[config.mk]
export PLATFORM = sky130hd
export DESIGN_NAME = read_port_arbiter_flat
export DESIGN_NICKNAME = d
export VERILOG_FILES = /design/src/rtl/read_port_arbiter_if.sv /design/src/rtl/read_port_arbiter.sv /design/src/flat_wrapper.sv
export SDC_FILE = /design/constraint.sdc
export NUM_CORES = 1
export LEC_CHECK = 0
export CAP_MARGIN = 10
export CORE_MARGIN = 2
export CORE_UTILIZATION = 39
export DETAILED_ROUTE_END_ITERATION = 7
export GPL_TIMING_DRIVEN = 0
export PLACE_DENSITY = 0.9
export REMOVE_ABC_BUFFERS = 1
export SLEW_MARGIN = 30
export SYNTH_ARGS = -nofsm -noshare
export SYNTH_HDL_FRONTEND = slang
export SYNTH_SLANG_ARGS = --single-unit
[constraint.sdc]
create_clock -name clk -period 1.45 [get_ports clk]
set_input_delay 0.145 -clock clk [delete_from_list [all_inputs] [get_ports clk]]
set_output_delay 0.145 -clock clk [all_outputs]
set_load 0.05 [all_outputs]
[src/rtl/read_port_arbiter_if.sv]
// Shared read-port bundle: per-requester requests and addresses in, grant,
// completion strobe and captured read data out, plus the register-file mux tap.
interface read_port_arbiter_if #(
    parameter int NREQ = 4,
    parameter int AW   = 3,
    parameter int DW   = 4
);
    logic [NREQ-1:0] req;
    logic [AW-1:0]   ra0, ra1, ra2, ra3;
    logic [AW-1:0]   ra;
    logic [DW-1:0]   rdout;
    logic [NREQ-1:0] gnt;
    logic [NREQ-1:0] ack;
    logic [DW-1:0]   rdata;
    logic            busy;

    modport master (
        output req, ra0, ra1, ra2, ra3, rdout,
        input  ra, gnt, ack, rdata, busy
    );

    modport slave (
        input  req, ra0, ra1, ra2, ra3, rdout,
        output ra, gnt, ack, rdata, busy
    );
endinterface

[src/rtl/read_port_arbiter.sv]
// Round-robin arbiter sharing one register-file read port among NREQ requesters;
// each read runs IDLE -> SEL -> DONE, so one read completes every three cycles.
module read_port_arbiter #(
    parameter int NREQ = 4,
    parameter int AW   = 3,
    parameter int DW   = 4
) (
    input  logic                 clk,
    input  logic                 rst,
    read_port_arbiter_if.slave   bus
);
    localparam int IW = $clog2(NREQ);

    typedef enum logic [1:0] {IDLE, SEL, DONE} state_t;

    state_t          state, nxt;
    logic [IW-1:0]   ptr, idx, cand, win_idx;
    logic            win_vld;
    logic [AW-1:0]   ra_q;
    logic [DW-1:0]   rdata_q;
    logic [AW-1:0]   ra_in [NREQ];

    assign ra_in[0] = bus.ra0;
    assign ra_in[1] = bus.ra1;
    assign ra_in[2] = bus.ra2;
    assign ra_in[3] = bus.ra3;

    // Scan from the highest offset down so the lowest offset from ptr wins;
    // index arithmetic wraps naturally because NREQ is a power of two.
    always_comb begin
        win_vld = 1'b0;
        win_idx = '0;
        cand    = '0;
        for (int off = NREQ-1; off >= 0; off--) begin
            cand = ptr + IW'(off);
            if (bus.req[cand]) begin
                win_vld = 1'b1;
                win_idx = cand;
            end
        end
    end

    always_ff @(posedge clk) begin
        if (rst) state <= IDLE;
        else     state <= nxt;
    end

    always_comb begin
        nxt = state;
        case (state)
            IDLE:    if (win_vld) nxt = SEL;
            SEL:     nxt = DONE;
            DONE:    nxt = IDLE;
            default: nxt = IDLE;
        endcase
    end

    // Address is captured on the IDLE sampling edge, so later RAi changes
    // and request drops cannot disturb the transaction in flight.
    always_ff @(posedge clk) begin
        if (rst) begin
            ptr     <= '0;
            idx     <= '0;
            ra_q    <= '0;
            rdata_q <= '0;
        end else begin
            case (state)
                IDLE: if (win_vld) begin
                    idx  <= win_idx;
                    ra_q <= ra_in[win_idx];
                end
                SEL:  rdata_q <= bus.rdout;
                DONE: ptr     <= idx + IW'(1);
                default: ;
            endcase
        end
    end

    assign bus.ra    = ra_q;
    assign bus.rdata = rdata_q;
    assign bus.busy  = (state != IDLE);
    assign bus.gnt   = (state != IDLE) ? (NREQ'(1) << idx) : '0;
    assign bus.ack   = (state == DONE) ? (NREQ'(1) << idx) : '0;
endmodule
[src/flat_wrapper.sv]
// flat-port wrapper written by rule: the top's interface ports become plain ports
module read_port_arbiter_flat 
#(
    parameter int NREQ = 4,
    parameter int AW   = 3,
    parameter int DW   = 4
)
  (clk, rst, bus_req, bus_ra0, bus_ra1, bus_ra2, bus_ra3, bus_rdout, bus_ra, bus_gnt, bus_ack, bus_rdata, bus_busy);
  read_port_arbiter_if #(.NREQ(NREQ), .AW(AW), .DW(DW)) bus_i ();
  input  logic clk;
  input  logic rst;
  input wire logic [$bits(bus_i.req)-1:0] bus_req;
  input wire logic [$bits(bus_i.ra0)-1:0] bus_ra0;
  input wire logic [$bits(bus_i.ra1)-1:0] bus_ra1;
  input wire logic [$bits(bus_i.ra2)-1:0] bus_ra2;
  input wire logic [$bits(bus_i.ra3)-1:0] bus_ra3;
  input wire logic [$bits(bus_i.rdout)-1:0] bus_rdout;
  output wire logic [$bits(bus_i.ra)-1:0] bus_ra;
  output wire logic [$bits(bus_i.gnt)-1:0] bus_gnt;
  output wire logic [$bits(bus_i.ack)-1:0] bus_ack;
  output wire logic [$bits(bus_i.rdata)-1:0] bus_rdata;
  output wire logic [$bits(bus_i.busy)-1:0] bus_busy;
  assign bus_i.req = bus_req;
  assign bus_i.ra0 = bus_ra0;
  assign bus_i.ra1 = bus_ra1;
  assign bus_i.ra2 = bus_ra2;
  assign bus_i.ra3 = bus_ra3;
  assign bus_i.rdout = bus_rdout;
  assign bus_ra = bus_i.ra;
  assign bus_gnt = bus_i.gnt;
  assign bus_ack = bus_i.ack;
  assign bus_rdata = bus_i.rdata;
  assign bus_busy = bus_i.busy;
  read_port_arbiter #(.NREQ(NREQ), .AW(AW), .DW(DW)) u_core (.clk(clk), .rst(rst), .bus(bus_i));
endmodule
Word-level counts from Yosys, hierarchy flattened
Cells that the tools add are included.
{"block": "totals", "inputBits": 22, "output_inout_bits": 16, "register_bits": 13}
{"block": "classes", "mux": 23, "bitwise_logic": 1, "n_lt_le_gt_ge": 5, "n_eq_ne": 3, "addsub": 4, "n_reduce_logical": 3, "shifts": 1}
{"cell": "2-bit by 3-bit less-than comparator with 1-bit output (second input constant)", "count": 4}
{"cell": "2-bit two-way mux", "count": 5}
{"cell": "1-bit binary-select mux with 2-bit select", "count": 4}
{"cell": "1-bit two-way mux", "count": 8}
{"cell": "4-bit two-way mux", "count": 2}
{"cell": "3-bit binary-select mux with 2-bit select", "count": 1}
{"cell": "3-bit two-way mux", "count": 2}
{"cell": "2-bit by 1-bit adder with 2-bit output (second input constant)", "count": 2}
{"cell": "2-bit adder (second input constant)", "count": 2}
{"cell": "2-bit case mux with 2 select lines", "count": 1}
{"cell": "1-bit by 2-bit << shifter with 4-bit output (first input constant)", "count": 1}
{"cell": "3-bit greater-or-equal comparator (second input constant)", "count": 1}
{"cell": "2-bit inverter with 3-bit output", "count": 1}
{"cell": "2-bit by 1-bit == test with 1-bit output (second input constant)", "count": 1}
{"cell": "2-bit == test (second input constant)", "count": 1}
{"cell": "2-bit zero test", "count": 1}
{"cell": "2-bit by 1-bit != test with 1-bit output (second input constant)", "count": 1}
{"cell": "2-bit AND reduction", "count": 1}
{"cell": "2-bit nonzero test", "count": 1}

Longest topological paths before layout
Gate-level depths: netlist (run 1).
{"block": "depth", "depth_word": 11, "ltp_mapped": 5}

Worst setup path after synthesis (run 1)
OpenSTA, ideal clock, no wires.
{"block": "synth_path", "path_kind": "register to output", "startpoint": "register u_core.idx[0]", "endpoint": "output bus_gnt[2]", "slack_ns": 0.046, "stages_incl_launch_ff": 4, "t_required_ns": 1.305, "arrival_time_ns": 1.259, "path_buffers": 0, "cell_sequence": "dfxtp_1 > inv_1 > ha_1 > nor2b_1"}
{"block": "synth_between", "elab_chain_len": 2}
{"item": "start, declared", "line_no": "read_port_arbiter.sv:17", "text": "logic [IW-1:0] ptr, idx, cand, win_idx;"}
{"item": "start signal, assigned", "line_no": "read_port_arbiter.sv:69", "text": "idx <= win_idx;"}
{"item": "1-bit by 2-bit << shifter with 4-bit output", "line_no": "read_port_arbiter.sv:82", "text": "assign bus.gnt = (state != IDLE) ? (NREQ'(1) << idx) : '0;"}
{"item": "4-bit two-way mux", "line_no": "read_port_arbiter.sv:82"}
{"item": "end, declared", "line_no": "flat_wrapper.sv:19", "text": "output wire logic [$bits(bus_i.gnt)-1:0] bus_gnt;"}
No other way between the ends.

Worst setup path in the final report (run 1)
Same ends and word-level chain as after synthesis.

==> impl_metrics.yaml, run 1 <==
global_route:
  grt_pass1_vias: 686
  grt_antenna_before_repair: 0
  overflow: 0
  grtUsageTotal: 0.1735
  grt_max_degree: 14
  grt_pass1_wl_um: 2739
yosys:
  synth_top_family_by_area: "simple AND/OR/NAND/NOR gates"
  synth_compound_area_frac: 0.1705
  synthXorXnorAreaFrac: 0
  synth_area_per_cell_um2: 9.689
  synth_fa_ha_area_frac: 0.06623
  synth_seq_cells: 13
  synthCells: 78
  synth-seq-area-share: 0.3444
  netlist_area_um2: 755.7
  yosys.area_share.simple: 0.2070
  netlist-cell-type-count: 22
  muxShareOfSynthArea: 0.1722
  ys_warn_count: 0
hold_path:
  min_from: "bus_rdout[3]"
  min_path_type: "in -> reg"
routing:
  ant_nets: 0
  vias: 726
  drtIter0Drc: 14
  drt_pre_antenna_iters: 4
  drc: 0
  routed_via_density: 4.973
  drt_wl_total_um: 1873
  wl_per_cell_um: 12.83
timing:
  hold_viol: 0
  max_freq_ghz: 0.7016
  slew_headroom: 0.6704
  drv_slew: 0
  fin_crit_ns: 1.425
  finalClockSkew_ns: 0.002581
  finalSetupViolCount: 0
  fin_crit_sh: 0.9830
  rsz0062_at_grt: "yes"
  worstMarginPinSlew_ns: 0.4963
setup_path:
  startpoint: "u_core.idx[0]"
  worstPathArrival_ns: 1.28
  critPathTopFamily: "flip-flops"
  crit_path_max_fanout: 5
  r2r_start: "u_core.ptr[0]"
  crit_buf_inv: 2
  critPathMaxStageDelay_ns: 0.36
  startpoint_type: "flop"
  crit_slowest_cell: "dfxtp_4"
  cp.required_ns: 1.31
  crit_type: "reg -> out"
  cp_cell_sequence: "inv_1, ha_1, nor2b_1, buf_4"
  endpoint_kind: "primary output"
layout:
  seqCellArea_um2: 269.0
  fill_cells: 148
  drive_gt1_frac: 0.2562
  stdcell_count: 146
  antenna_cells: 0
  finalNetCount: 148
  final_core_util: 0.6863
  syn2layout_area_growth_pct: 61.92
  multi_input_area_um2: 504.2
die:
  die_w_um: 48.02
  dieArea_um2: 2306
  start_util: 0.4239
  ioPinCount: 38
  dieHeight_um: 48.02
  rows: 15
  coreArea_um2: 1783
placement:
  post-dp-hpwl_um: 1394
  placedCellCount: 138
  gp_congestion: 0.7445
  port_buffers: 37
clock_network:
  clk_path_buf_depth: 2
  postCtsHoldBufs: 0
  clk_latency_ns: 0.27
  cts.clk_slew.worst_paths_ns: 0.08
  cts_tree: "yes"
  cts-root-buf: "clkbuf_4"
  cts_made_buffers: 3
  clock-sinks: 13
  htreeDepth: 1
run_status:
  status: "finished, final reports clean"
pwr:
  powerDensity_nw_per_um2: 851.8
  peakVddDrop_mv: 0.6943
  p_leak_nw: 0.5589
job:
  cap_violations: 0
[repair_timing]
action                     CTS  global route
resized for setup           61            15
setup endpoints to repair   19            10
pin swaps                    4             4
setup buffers                2             2
cloned                       0             0
[registers in the layout, indices dropped and copies added, names as in the netlist]
signal and cells:
u_core.bus.ra 3, u_core.state 2, u_core.idx 2, u_core.ptr 2, u_core.bus.rdata 4
[per-stage QoR]
stage,hold slack (ns),worst slack (ns),power [W],area (µm²),setup TNS [ns]
CTS,0.4811,0.007927,0.001026,1166,0
global placement,0.4744,-0.4226,0.0008078,1150,-3.629
global route,0.5071,-0.03180,0.001094,1224,-0.04843
finish,0.4806,0.02462,0.001042,1224,0
detailed placement,0.4850,-0.4871,0.0008179,1150,-4.178
floorplan,0.2174,0.04610,0.0006618,748.2,0
[cells in the final DEF (no fill, tap or decap), types with 4 or more instances in the layout]
master / n
dlygate4sd2_1: 10
and2_1: 4
clkdlybuf4s50_1: 17
mux2i_1: 13
buf_4: 9
inv_1: 4
dfxtp_1: 10
ha_1: 4
nor2_1: 9
[synthesized netlist by cell type (all sizes together)]
library cell   n  area (µm²)
o21ai          1       8.760
a211oi         1       7.510
a221oi         1       15.01
nand2          1       3.750
a21oi          4       35.04
nand3b         3       22.52
clkbuf         2       7.510
mux2i         13       130.1
and2           4       25.02
nand2b         4       25.02
inv            6       22.52
o41ai          1       27.53
nor2b          5       31.28
ha             4       50.05
o221ai         3       26.28
nor2          11       48.80
dfxtp         13       260.3
a22o           1       8.760
[worst register-to-register path, cell delays in order, from the launching register on]
cell and delay, ns:
dfxtp_1 0.35, inv_1 0.07, a22o_1 0.24, a221oi_4 0.31
nand2b_4 0.20, o221ai_1 0.12
[metal layers]
metal | global-route usage | vias to the layer above | part of all wire
met5 | 0 | - | 0
met1 | 0.1851 | 333 | 0.38
met2 | 0.3200 | 31 | 0.55
met3 | 0.04528 | 2 | 0.065
met4 | 0.07027 | 0 | 0.0037
li1 | - | 360 | -
[final cells by class]
class | count | area share
Tap cell | 25 | 0.02556
Sequential cell | 13 | 0.2198
Clock buffer | 4 | 0.02147
Timing Repair Buffer | 41 | 0.3027
Multi-Input combinational cell | 57 | 0.4121
Inverter | 6 | 0.01840
[report_power, final]
part	total, W	leakage [nW]	internal, W	switching, W
clock	0.000216	0.0150	0.000106	0.000110
combinational	0.000414	0.435	0.000176	0.000239
sequential	0.000412	0.109	0.000387	0.0000247
total	0.00104	0.559	0.000669	0.000373
[cells by family (layout without fill, tap and decap cells)]
group / count (synthesis) / after routing
AOI/OAI and AO/OA: 12 / 12
adders and majority gates: 4 / 4
buffers and inverters: 8 / 51
DFF: 13 / 13
muxes: 13 / 13
and+or+nand+nor: 28 / 28
[final timing paths]
path / endpoint / slack, ns / cells after the start
worst max-delay path: bus_gnt[2] / 0.02 / 4
worst min-delay path: u_core.bus.rdata[3] / 0.48 / 3
worst max register to register: u_core.bus.ra[0] / 0.05 / 5
worst min register to register: u_core.ptr[0] / 0.48 / 1
No activity file was read; power rests on OpenSTA's default activity.
==> run 2, diff against run 1 <==
--- a/config.mk
+++ b/config.mk
@@ -6,7 +6,7 @@
 export NUM_CORES = 1
 export LEC_CHECK = 0
 export CAP_MARGIN = 10
-export CORE_MARGIN = 2
+export CORE_MARGIN = 8
 export CORE_UTILIZATION = 39
 export DETAILED_ROUTE_END_ITERATION = 7
 export GPL_TIMING_DRIVEN = 0
==> run 2 against run 1 <==
Net effect:
- total power up 1.3%
- highest routed layer unchanged
- first-iteration DRC count fell by 14%
- the flow now finishes with violations (negative setup slack)
- routed wire length up 10%
- maximum frequency is 3.6% lower
==> impl_metrics.yaml, run 2 (synthesis results as in run 1) <==
run_status:
  status: "finished with violations"
  violations: "negative setup slack"
timing:
  finalSetupViolCount: 1
  slew_headroom: 0.6599
  rsz0062_at_grt: "yes"
  hold_viol: 0
  drv_slew: 0
  setup_tns_ns: -0.02911
  layout_setup_ws_ns: -0.02911
  max_freq_ghz: 0.6761
  worstMarginPinSlew_ns: 0.5121
  finalClockSkew_ns: 0.001973
  fin_crit_ns: 1.479
  fin_crit_sh: 1.020
clock_network:
  cts-root-buf: "clkbuf_4"
  cts.clk_slew.worst_paths_ns: 0.08
  clk_latency_ns: 0.28
  clock-sinks: 13
  clk_path_buf_depth: 2
  htreeDepth: 1
  cts_made_buffers: 3
  cts_tree: "yes"
placement:
  port_buffers: 37
  detailed_place.area_um2: 1152
  post-dp-hpwl_um: 1618
  placedCellCount: 140
  gp_congestion: 0.7677
global_route:
  grt_antenna_before_repair: 0
  grt_max_degree: 14
  grt_pass1_wl_um: 3346
  grt_pass1_vias: 770
  overflow: 0
  grtUsageTotal: 0.1198
layout:
  final_core_util: 0.6507
  fill_cells: 176
  finalNetCount: 148
  final_common_cell: "clkdlybuf4s50_1"
  final_cell_mix: "clkdlybuf4s50_1, mux2i_1, nor2_1, dlygate4sd2_1, buf_4"
  largest_reg_flops: 4
  final_area_um2: 1237
  syn2layout_area_growth_pct: 63.74
  drive_gt1_frac: 0.3058
  antenna_cells: 0
  stdcell_count: 148
pwr:
  p_leak_nw: 0.5675
  total_power_w: 0.001055
  powerDensity_nw_per_um2: 852.9
  peakVddDrop_mv: 0.6546
setup_path:
  cp.required_ns: 1.60
  crit_path_max_fanout: 7
  startpoint_type: "flop"
  worstPathArrival_ns: 1.63
  regToRegSetupSlack_ns: -0.03
  crit_type: "reg -> reg"
  endpoint_kind: "flop"
routing:
  drt_wl_total_um: 2066
  vias: 730
  wl_per_cell_um: 13.96
  met1Wirelength_um: 791
  drt_pre_antenna_iters: 4
  met2_length_um: 1053
  topRoutingLayerUsed: "met4"
  drc: 0
  drtIter0Drc: 12
  ant_nets: 0
  routed_via_density: 4.932
  met3_length_um: 173
die:
  rows: 16
  dieHeight_um: 60.02
  start_util: 0.3974
  ioPinCount: 38
  die_w_um: 60.02
  coreArea_um2: 1902
  dieArea_um2: 3602
hold_path:
  min_path_type: "in -> reg"
job:
  cap_violations: 0
## run 2: final timing paths
kind,start,endpoint,cells after the start
max reg2reg,u_core.ptr[1],u_core.bus.ra[1],5
min,bus_req[1],u_core.idx[0],5
max,u_core.ptr[1],u_core.bus.ra[1],5
min reg2reg,u_core.idx[0],u_core.ptr[0],1
## run 2: area by class of cell
cell class	count	area (µm²)	area share
tap	27	33.78	0.02730
clock inverter	1	5.005	0.004044
timing repair buffer	41	372.9	0.3013
clock buffer	3	22.52	0.01820
inverter	6	22.52	0.01820
multi-input combinational	57	509.2	0.4115
sequential	13	271.5	0.2194
## run 2: critical path, stage by stage, from the launching register on
cell	delay [ns]
dfxtp_4	0.36
a21oi_2	0.13
o21ai_2	0.08
a21oi_4	0.32
mux2i_1	0.29
o221ai_1	0.16
## run 2: metrics by stage
step / hold slack (ns) / setup WS, ns
2_1_floorplan: 0.2174 / 0.04610
3_3_place_gp: 0.4773 / -0.4416
3_5_place_dp: 0.4926 / -0.4962
4_1_cts: 0.4769 / 0.01095
5_1_grt: 0.4822 / -0.1027
6_report: 0.4581 / -0.02911
## run 2: power breakdown
group          internal [W]  switching [W]  total, W  leakage (nW)
registers          0.000388      0.0000234  0.000411         0.109
logic              0.000175       0.000244  0.000419         0.440
clock network      0.000103       0.000123  0.000225        0.0177
## run 2: timing repair
item / 4_1_cts / 5_1_grt
endpoints found under the setup margin: 19 / 11
setup buffers: 2 / 2
pin swaps: 4 / 4
hold buffers: 0 / 0
gates resized for setup: 60 / 19
## run 2: per-layer routing
layer	global-route usage	vias up
met1	0.1218	339
met5	0	-
li1	-	358
met2	0.2046	28
met3	0.05161	5
met4	0.05782	0
==> run 3, diff against run 2 <==
--- a/config.mk
+++ b/config.mk
@@ -7,10 +7,10 @@
 export LEC_CHECK = 0
 export CAP_MARGIN = 10
 export CORE_MARGIN = 8
-export CORE_UTILIZATION = 39
+export CORE_UTILIZATION = 30
 export DETAILED_ROUTE_END_ITERATION = 7
 export GPL_TIMING_DRIVEN = 0
-export PLACE_DENSITY = 0.9
+export PLACE_DENSITY = 0.75
 export REMOVE_ABC_BUFFERS = 1
 export SLEW_MARGIN = 30
 export SYNTH_ARGS = -nofsm -noshare
==> constraint.sdc (replaced) <==
create_clock -name clk -period 1.89 [get_ports clk]
set_input_delay 0.189 -clock clk [delete_from_list [all_inputs] [get_ports clk]]
set_output_delay 0.189 -clock clk [all_outputs]
set_load 0.05 [all_outputs]
==> run 3 against run 2 <==
Net effect:
- the run now ends clean
- die area increased by 22%
- sequential cell count is the same
- design area fell by 5.0%
- critical path type is now reg -> out
- sequential share of layout area grew 0.19 points
==> impl_metrics.yaml, run 3 (synthesis results as in run 1) <==
global_route:
  grt_max_degree: 14
  overflow: 0
  grt_pass1_vias: 691
  grtUsageTotal: 0.08853
  grt_antenna_before_repair: 0
  grt_pass1_wl_um: 3077
timing:
  fin_crit_sh: 0.9188
  finalClockSkew_ns: 0.006950
  rsz0062_at_grt: "no"
  hold_viol: 0
  setup_tns_ns: 0
  worstMarginPinSlew_ns: 0.5178
  layout_setup_ws_ns: 0.1535
  max_freq_ghz: 0.5759
  fin_crit_ns: 1.736
  slew_headroom: 0.6537
  drv_slew: 0
  finalSetupViolCount: 0
layout:
  final_core_util: 0.4835
  seqCellArea_um2: 260.3
  fill_cells: 234
  multi_input_area_um2: 467.9
  drive_gt1_frac: 0.1368
  syn2layout_area_growth_pct: 55.63
  final_cell_mix: "clkdlybuf4s50_1, mux2i_1, dfxtp_1, nor2_1, inv_1"
  finalNetCount: 144
  final_area_um2: 1176
  largest_reg_flops: 4
  antenna_cells: 0
  final_common_cell: "clkdlybuf4s50_1"
placement:
  detailed_place.area_um2: 1156
  gp_congestion: 0.7553
  place_worst_setup_slack_ns: -0.1041
  port_buffers: 37
  post-dp-hpwl_um: 1593
routing:
  drc: 0
  drtIter0Drc: 17
  drt_pre_antenna_iters: 4
  ant_nets: 0
  wl_per_cell_um: 12.85
  vias: 686
  routed_via_density: 4.667
  drt_wl_total_um: 1889
die:
  ioPinCount: 38
  start_util: 0.3107
  dieArea_um2: 4381
  die_w_um: 66.19
  dieHeight_um: 66.19
  rows: 18
  coreArea_um2: 2432
setup_path:
  critPathMaxStageDelay_ns: 0.54
  crit_buf_inv: 2
  cp.required_ns: 1.70
  crit_slowest_cell: "dlygate4sd2_1"
  critPathTopFamily: "buffers and inverters"
  crit_type: "reg -> out"
  cp_cell_sequence: "inv_1, ha_1, nor2b_1, dlygate4sd2_1"
  crit_path_max_fanout: 5
  endpoint_kind: "primary output"
  startpoint_type: "flop"
  worstPathArrival_ns: 1.55
pwr:
  powerDensity_nw_per_um2: 670.5
  peakVddDrop_mv: 0.2867
  total_power_w: 0.0007886
  p_leak_nw: 0.5041
run_status:
  status: "finished, final reports clean"
clock_network:
  clk_latency_ns: 0.28
  post_cts_buffers: 0
  clk_path_buf_depth: 2
  cts_made_buffers: 3
  cts_tree: "yes"
  cts.clk_slew.worst_paths_ns: 0.08
  clock-sinks: 13
  cts-root-buf: "clkbuf_4"
  htreeDepth: 1
hold_path:
  min_path_type: "reg -> reg"
job:
  cap_violations: 0
## run 3: what timing repair did
| item | 4_1_cts | 5_1_grt |
|---|---|---|
| gates resized for setup | 14 | 4 |
| setup endpoints to repair | 8 | 3 |
| hold buffers | 0 | 0 |
## run 3: worst paths after layout
kind / start / to / slack (ns) / depth (start not counted)
worst min register to register: u_core.bus.rdata[0] / u_core.bus.rdata[0] / 0.50 / 2
worst max register to register: u_core.ptr[1] / u_core.bus.ra[1] / 0.47 / 5
worst min-delay path: u_core.bus.rdata[0] / u_core.bus.rdata[0] / 0.50 / 2
worst max-delay path: u_core.idx[0] / bus_gnt[0] / 0.15 / 4
## run 3: stage by stage
stage / hold WS (ns) / cells
4_1_cts: 0.5072 / 147
5_1_grt: 0.5356 / 147
2_1_floorplan: 0.2614 / 76
3_5_place_dp: 0.4883 / 143
3_3_place_gp: 0.4742 / 143
6_report: 0.4988 / 147
## run 3: power by group
group	switching (W)	total (W)	internal [W]
sequential	0.0000170	0.000315	0.000298
clock	0.0000938	0.000172	0.0000785
combinational	0.000173	0.000302	0.000129
total	0.000284	0.000789	0.000505
## run 3: area by class of cell
cell class              instances  area share
clock buffers                   3     0.01915
multi-input cells              57      0.3979
well taps                      30     0.03191
inverters                       6     0.01915
repair buffers                 37      0.3064
flip-flops and latches         13      0.2213
clock inverters                 1    0.004255
## run 3: tightest hold or removal path: stages (launching register included)
cell and delay (ns):
dfxtp_1 0.33, mux2i_1 0.07, nor2_1 0.07
## run 3: per-layer routing
metal	vias up	share of wire	GRT usage
met3	4	0.093	0.03051
met2	24	0.47	0.1448
met5	-	0	0
li1	351	-	-
met1	307	0.41	0.09232
met4	0	0.025	0.06400
